**src/rtl/bht_pkg.sv**
```systemverilog
// Shared types for the branch-history-table trace player.
// Latency: n/a (types and constants only).
// Backpressure: n/a.
package bht_pkg;

    // Default PC width driven to the predictor.
    localparam int BHT_PC_W = 9;

    // One stored trace record, laid out as {taken, pc} in trace RAM.
    typedef struct packed {
        logic                taken;
        logic [BHT_PC_W-1:0] pc;
    } trace_rec_t;

    typedef enum logic [2:0] {
        ST_IDLE,
        ST_FETCH,
        ST_HOLD,
        ST_SCORE,
        ST_DONE
    } state_e;

endpackage

```
**src/rtl/bht_trace_ram.sv**
```systemverilog
// Trace record store: DEPTH x W, one write port, one read port.
// Latency: write lands at the clock edge; read data valid one cycle after i_rd_en.
// Backpressure: none; the caller gates writes (dropped while a run is busy).
//
// Ports:
//   i_clk                         clock
//   i_wr_en / i_wr_addr / i_wr_data  synchronous write port
//   i_rd_en / i_rd_addr           read request; o_rd_data holds until next read
module bht_trace_ram #(
    parameter  int DEPTH = 256,
    parameter  int W     = 10,
    localparam int AW    = $clog2(DEPTH)
) (
    input  logic          i_clk,
    input  logic          i_wr_en,
    input  logic [AW-1:0] i_wr_addr,
    input  logic [W-1:0]  i_wr_data,
    input  logic          i_rd_en,
    input  logic [AW-1:0] i_rd_addr,
    output logic [W-1:0]  o_rd_data
);

    logic [W-1:0] r_mem [DEPTH];
    logic [W-1:0] r_rd_data;

    // Contents are deliberately left unreset so this maps onto a RAM macro.
    always_ff @(posedge i_clk) begin
        if (i_wr_en) begin
            r_mem[i_wr_addr] <= i_wr_data;
        end
        if (i_rd_en) begin
            r_rd_data <= r_mem[i_rd_addr];
        end
    end

    assign o_rd_data = r_rd_data;

endmodule

```
**src/rtl/bht_trace_driver.sv**
```systemverilog
// Trace player: streams {pc, taken} records to a branch predictor and scores its predictions.
// Latency: PRED_LAT+2 cycles per record (FETCH, PRED_LAT x HOLD, SCORE); done N*(PRED_LAT+2) cycles after start.
// Backpressure: none; start is ignored while busy and trace writes are dropped while busy.
//
// Ports:
//   i_clk, i_rst_n              clock, async active-low reset
//   i_trace_wr_*                trace RAM load port (IDLE/DONE only)
//   i_num_records, i_start      run length (clamped to DEPTH) and run request pulse
//   i_prediction                predictor output for o_pc
//   o_pc, o_taken, o_update_en  record presented to the predictor and training strobe
//   o_busy, o_done              run status
//   o_mispredict                pulse the cycle after a wrong prediction is scored
//   o_total_cnt, o_correct_cnt  accuracy counters
module bht_trace_driver
    import bht_pkg::*;
#(
    parameter  int DEPTH    = 256,
    parameter  int PC_W     = BHT_PC_W,
    parameter  int PRED_LAT = 2,
    parameter  int CNT_W    = $clog2(DEPTH) + 1,
    localparam int AW       = $clog2(DEPTH)
) (
    input  logic             i_clk,
    input  logic             i_rst_n,
    input  logic             i_trace_wr_en,
    input  logic [AW-1:0]    i_trace_wr_addr,
    input  logic [PC_W:0]    i_trace_wr_data,
    input  logic [CNT_W-1:0] i_num_records,
    input  logic             i_start,
    input  logic             i_prediction,
    output logic [PC_W-1:0]  o_pc,
    output logic             o_taken,
    output logic             o_update_en,
    output logic             o_busy,
    output logic             o_done,
    output logic             o_mispredict,
    output logic [CNT_W-1:0] o_total_cnt,
    output logic [CNT_W-1:0] o_correct_cnt
);

    localparam int HC_W = (PRED_LAT > 1) ? $clog2(PRED_LAT) : 1;

    state_e           r_state, w_next;
    logic [AW-1:0]    r_idx;
    logic [AW-1:0]    r_last_idx;
    logic [HC_W-1:0]  r_hold;
    logic [PC_W-1:0]  r_pc;
    logic             r_taken;
    logic             r_mispredict;
    logic [CNT_W-1:0] r_total, r_correct;

    logic             w_start_ok;
    logic [CNT_W-1:0] w_clamped;
    logic             w_rd_en;
    logic [AW-1:0]    w_rd_addr;
    logic [PC_W:0]    w_rd_data;
    logic             w_busy;

    assign w_start_ok = i_start && (r_state == ST_IDLE || r_state == ST_DONE);
    assign w_clamped  = (i_num_records > CNT_W'(DEPTH)) ? CNT_W'(DEPTH) : i_num_records;

    // The RAM read is launched on the edge entering FETCH, so the record is
    // already on the read port during FETCH and is captured into o_pc/o_taken
    // at the FETCH->HOLD edge.
    bht_trace_ram #(
        .DEPTH (DEPTH),
        .W     (PC_W + 1)
    ) u_ram (
        .i_clk     (i_clk),
        .i_wr_en   (i_trace_wr_en && !w_busy),
        .i_wr_addr (i_trace_wr_addr),
        .i_wr_data (i_trace_wr_data),
        .i_rd_en   (w_rd_en),
        .i_rd_addr (w_rd_addr),
        .o_rd_data (w_rd_data)
    );

    always_comb begin
        w_next      = r_state;
        w_rd_en     = 1'b0;
        w_rd_addr   = r_idx;
        w_busy      = 1'b0;
        o_update_en = 1'b0;
        o_done      = 1'b0;
        case (r_state)
            ST_IDLE, ST_DONE: begin
                o_done = (r_state == ST_DONE);
                if (i_start) begin
                    if (i_num_records == '0) begin
                        w_next = ST_DONE;
                    end else begin
                        w_next    = ST_FETCH;
                        w_rd_en   = 1'b1;
                        w_rd_addr = '0;
                    end
                end
            end
            ST_FETCH: begin
                w_busy = 1'b1;
                w_next = ST_HOLD;
            end
            ST_HOLD: begin
                w_busy = 1'b1;
                if (r_hold == HC_W'(PRED_LAT - 1)) begin
                    w_next = ST_SCORE;
                end
            end
            ST_SCORE: begin
                w_busy      = 1'b1;
                o_update_en = 1'b1;
                if (r_idx == r_last_idx) begin
                    w_next = ST_DONE;
                end else begin
                    w_next    = ST_FETCH;
                    w_rd_en   = 1'b1;
                    w_rd_addr = r_idx + 1'b1;
                end
            end
            default: w_next = ST_IDLE;
        endcase
    end

    always_ff @(posedge i_clk or negedge i_rst_n) begin
        if (!i_rst_n) begin
            r_state      <= ST_IDLE;
            r_idx        <= '0;
            r_last_idx   <= '0;
            r_hold       <= '0;
            r_pc         <= '0;
            r_taken      <= 1'b0;
            r_mispredict <= 1'b0;
            r_total      <= '0;
            r_correct    <= '0;
        end else begin
            r_state      <= w_next;
            r_mispredict <= 1'b0;
            if (w_start_ok) begin
                r_idx      <= '0;
                // Stored as count-1 so it fits the index width even at count == DEPTH.
                r_last_idx <= AW'(w_clamped - 1'b1);
                r_total    <= '0;
                r_correct  <= '0;
            end
            case (r_state)
                ST_FETCH: begin
                    r_pc    <= w_rd_data[PC_W-1:0];
                    r_taken <= w_rd_data[PC_W];
                    r_hold  <= '0;
                end
                ST_HOLD: begin
                    r_hold <= r_hold + 1'b1;
                end
                ST_SCORE: begin
                    r_total <= r_total + 1'b1;
                    if (i_prediction == r_taken) begin
                        r_correct <= r_correct + 1'b1;
                    end else begin
                        r_mispredict <= 1'b1;
                    end
                    r_idx <= r_idx + 1'b1;
                end
                default: ;
            endcase
        end
    end

    assign o_pc          = r_pc;
    assign o_taken       = r_taken;
    assign o_busy        = w_busy;
    assign o_mispredict  = r_mispredict;
    assign o_total_cnt   = r_total;
    assign o_correct_cnt = r_correct;

endmodule

```
**config.mk**
```make
export PLATFORM = sky130hd
export DESIGN_NAME = bht_trace_driver
export DESIGN_NICKNAME = d
export VERILOG_FILES = /design/src/rtl/bht_pkg.sv /design/src/rtl/bht_trace_ram.sv /design/src/rtl/bht_trace_driver.sv
export SDC_FILE = /design/constraint.sdc
export NUM_CORES = 2
export LEC_CHECK = 0
export CAP_MARGIN = 5
export CORE_UTILIZATION = 45
export CTS_CLUSTER_SIZE = 8
export DETAILED_ROUTE_END_ITERATION = 12
export PLACE_DENSITY_LB_ADDON = 0.3
export SLEW_MARGIN = 30
export SYNTH_ARGS = -nofsm -noshare
export SYNTH_HDL_FRONTEND = slang
export SYNTH_SLANG_ARGS = --single-unit
```
**constraint.sdc**
```tcl
create_clock -name i_clk -period 5.5 [get_ports i_clk]
set_input_delay 1.65 -clock i_clk [delete_from_list [all_inputs] [get_ports i_clk]]
set_output_delay 1.65 -clock i_clk [all_outputs]
set_load 0.02 [all_outputs]
```
==> impl_metrics.tcl <==
set metrics [dict create \
    r2r_slack_ps 460 \
    tightest_slew_ps 1055 \
    cts_resized 0 \
    reg2reg_depth 14 \
    async_flop_share 0.01871 \
    num-fill-cells 18262 \
    coreArea_sq_um 230100 \
    stdcell_area_sq_um 126500 \
    finalWeightedCongestion 0.9258 \
    end_kind "register" \
    min_period_over_period 0.9864 \
    yosysTopAreaCell "edfxtp_1" \
    rsz0062_at_grt "false" \
    cts.sinks 2619 \
    slowest_delay_ps 710 \
    drv_cap 0 \
    start_util 0.4531 \
    overflow 0 \
    drc_errors 0 \
    rows 176 \
    crit_path_frequent_cell "buf_4" \
    die_w_um 483.4 \
    r2r-start "r_idx[3]" \
    netlist_area_sq_um 104300 \
    dpl-instance-area_sq_um 116600 \
    status "finished clean" \
    relSlewSlack 0.2966 \
    hp-class "register to register" \
    setup_violations 0 \
    yosysSeqAreaShare 0.7519 \
    antenna_left 0 \
    drive_gt1_frac 0.1732 \
    pwr_density_cell_nw_per_um2 499.9 \
    cts_setup_buffers 0 \
    cp_top_family "compound AO/OA/AOI/OAI gates" \
    synth_most_common_cell "edfxtp_1" \
    synth_top_area_frac 0.7401 \
    grt_pass1_vias 68923 \
    synth_seq_cells 2619 \
    syn2layout_area_growth_pct 21.30 \
    cts_tree "built" \
    place_inst 11559 \
    ys_types 74 \
    dp_slack_ps -869.3 \
    finClkSkew_ps 59.80 \
    grt_start_max_net_pins 118 \
    dieArea_sq_um 233600 \
    synth_edf_count 2570 \
    cp.required_ps 6200 \
    grt_pass1_wl_um 484900 \
    worstSetupPathType "primary input to register" \
    ir_drop_v 0.0004117 \
    wire_per_inst_um 28.23 \
    ios 64 \
    hpwl_um 216200 \
    io_buffers 63 \
    drt_iter0_drc 11470 \
    synth_flop_cell "edfxtp_1" \
    hold_path_end "o_total_cnt[8]" \
    antenna_found_initial 17 \
    clockRootBuffer "clkbuf_16" \
    r2r-end "u_ram.o_rd_data[8]" \
    fmax_ghz 0.1843 \
    arrival_ps 6130 \
    synth_area_leaders "edfxtp_1 74%, nand2_1 8.1%, nand3_1 4.2%" \
    finalWirelength_um 338400 \
    hold_depth 1 \
    synthTopCellsByCount "2570 x edfxtp_1, 2247 x nand2_1, 879 x nand3_1" \
    syn_inst 7906 \
    setup_ws_ps 74.61 \
    cpMaxStageDelayCell "a2111oi_0" \
    crit_buf_inv 5 \
    dieHeight_um 483.4 \
    path_cells "clkdlybuf4s50_1 -> nor4_1 -> a41o_1 -> buf_4 -> nand2_1 -> mux2i_4 -> buf_12 -> buf_4 -> mux2i_1 -> mux2i_1 -> a2111oi_0 -> buf_4 -> a21oi_1 -> nor2_1 -> a311o_1 -> o211ai_1" \
    maxSlewViolCount 0 \
    vias 72717 \
    yosysWarnings 0 \
    clock_latency_ps 970 \
    synth_area_per_cell_sq_um 13.19 \
    critPathMaxFanout 17 \
    hold_ws_ps 493.1 \
    final_cells 11984 \
    cts_hold_buf 0 \
    finalHoldViolations 0 \
    hp-start "o_total_cnt[8]" \
    clock_path_buffers 4 \
    final_nets 8950 \
    total_power_uw 63230 \
    p_leak_uw 0.04444 \
    period_needed_ps 5425 \
    track_usage 0.2847 \
    clk_pin_slew_ps 50 \
    drt_pass1_iterations 7 \
    syn-num-nets 7942 \
    vias_per_cell 6.068 \
    startpoint_type "primary input" \
    cts_buffers 377 \
    cts_max_level 5 \
]
[cell type report]
class                           count  area, sq um  area share
Timing Repair Buffer             1146        10620     0.08395
Antenna cell                        5        12.51  0.00009892
Multi-Input combinational cell   4762        23830      0.1884
Clock inverter                      8        100.1   0.0007914
Sequential cell                  2619        78400      0.6198
Clock buffer                      410         9707     0.07674
Inverter                            8        30.03   0.0002374
Tap cell                         3026         3786     0.02993
[logic make-up (layout without fill, tap and decap cells)]
kind of cell / count (synthesis) / in the layout / synth area share
AOI/OAI and AO/OA: 809 / 809 / 0.05237
xor gates and xnor gates: 16 / 16 / 0.001344
adders and majority gates: 4 / 4 / 0.0004800
buffers and inverters: 525 / 1572 / 0.02249
DFF: 2619 / 2619 / 0.7519
muxes: 204 / 204 / 0.01981
other: 0 / 5 / 0
and+or+nand+nor: 3729 / 3729 / 0.1516
[per-stage QoR]
step / TNS (ps) / util
6_report: 0 / 0.5496
5_1_grt: 0 / 0.5496
3_3_place_gp: -5824 / 0.5067
3_5_place_dp: -5674 / 0.5067
2_1_floorplan: 0 / -
4_1_cts: 0 / 0.5493
[cells in the final DEF (no fill, tap or decap), types with 13 or more instances in the layout]
master and instances:
nand4_1 36, mux2i_1 186, clkbuf_1 26, nand3_1 869, a22oi_1 13, edfxtp_1 2570, nand2_1 2238, nor2_4 14
nor2_1 295, mux2_2 14, clkbuf_16 384, a21o_1 16, o22ai_1 15, a21oi_1 248, clkdlybuf4s50_1 52, buf_12 142
dfrtp_1 49, nor3_1 49, a221oi_1 14, buf_4 940, a31oi_1 143, and3_1 125, nor4_1 39, a32oi_1 51
o221ai_1 45, xnor2_1 14, o2111ai_1 22, o21ai_0 69, a311oi_1 93
[power breakdown]
part	total, uW	internal [uW]	switching, uW
Clock	20100	12200	7870
Combinational	20800	7590	13200
Sequential	22400	22200	252
Total	63200	42000	21300
[flip-flops by register name, indices dropped and copies added, names as in the netlist]
name,flops
u_ram.r_mem,2560
u_ram.o_rd_data,10
o_correct_cnt,9
o_pc,9
o_total_cnt,9
r_idx,8
r_last_idx,8
r_state,3
o_mispredict,1
o_taken,1
r_hold,1
[worst max-delay path by stage]
stage | startpoint | endpoint | slack (ps) | cells after the start
after CTS | i_start | u_ram.o_rd_data[6] | 120 | 16
after detailed placement | i_start | u_ram.o_rd_data[6] | -870 | 16
after floorplan | i_num_records[1] | u_ram.o_rd_data[0] | 780 | 16
after global routing | i_num_records[1] | u_ram.o_rd_data[5] | 50 | 17
final | i_num_records[1] | u_ram.o_rd_data[8] | 70 | 16
after global placement | i_num_records[1] | u_ram.o_rd_data[6] | -910 | 13
[metal layers]
metal / routed length, um / up-vias / global-route usage / share of wire
met5: 93 / - / 0 / 0.00027
met4: 15120 / 14 / 0.1200 / 0.045
met3: 42620 / 746 / 0.06461 / 0.13
met2: 151500 / 4990 / 0.4317 / 0.45
met1: 129100 / 35875 / 0.3955 / 0.38
li1: - / 31092 / - / -
No activity file was read; power rests on OpenSTA's default activity.
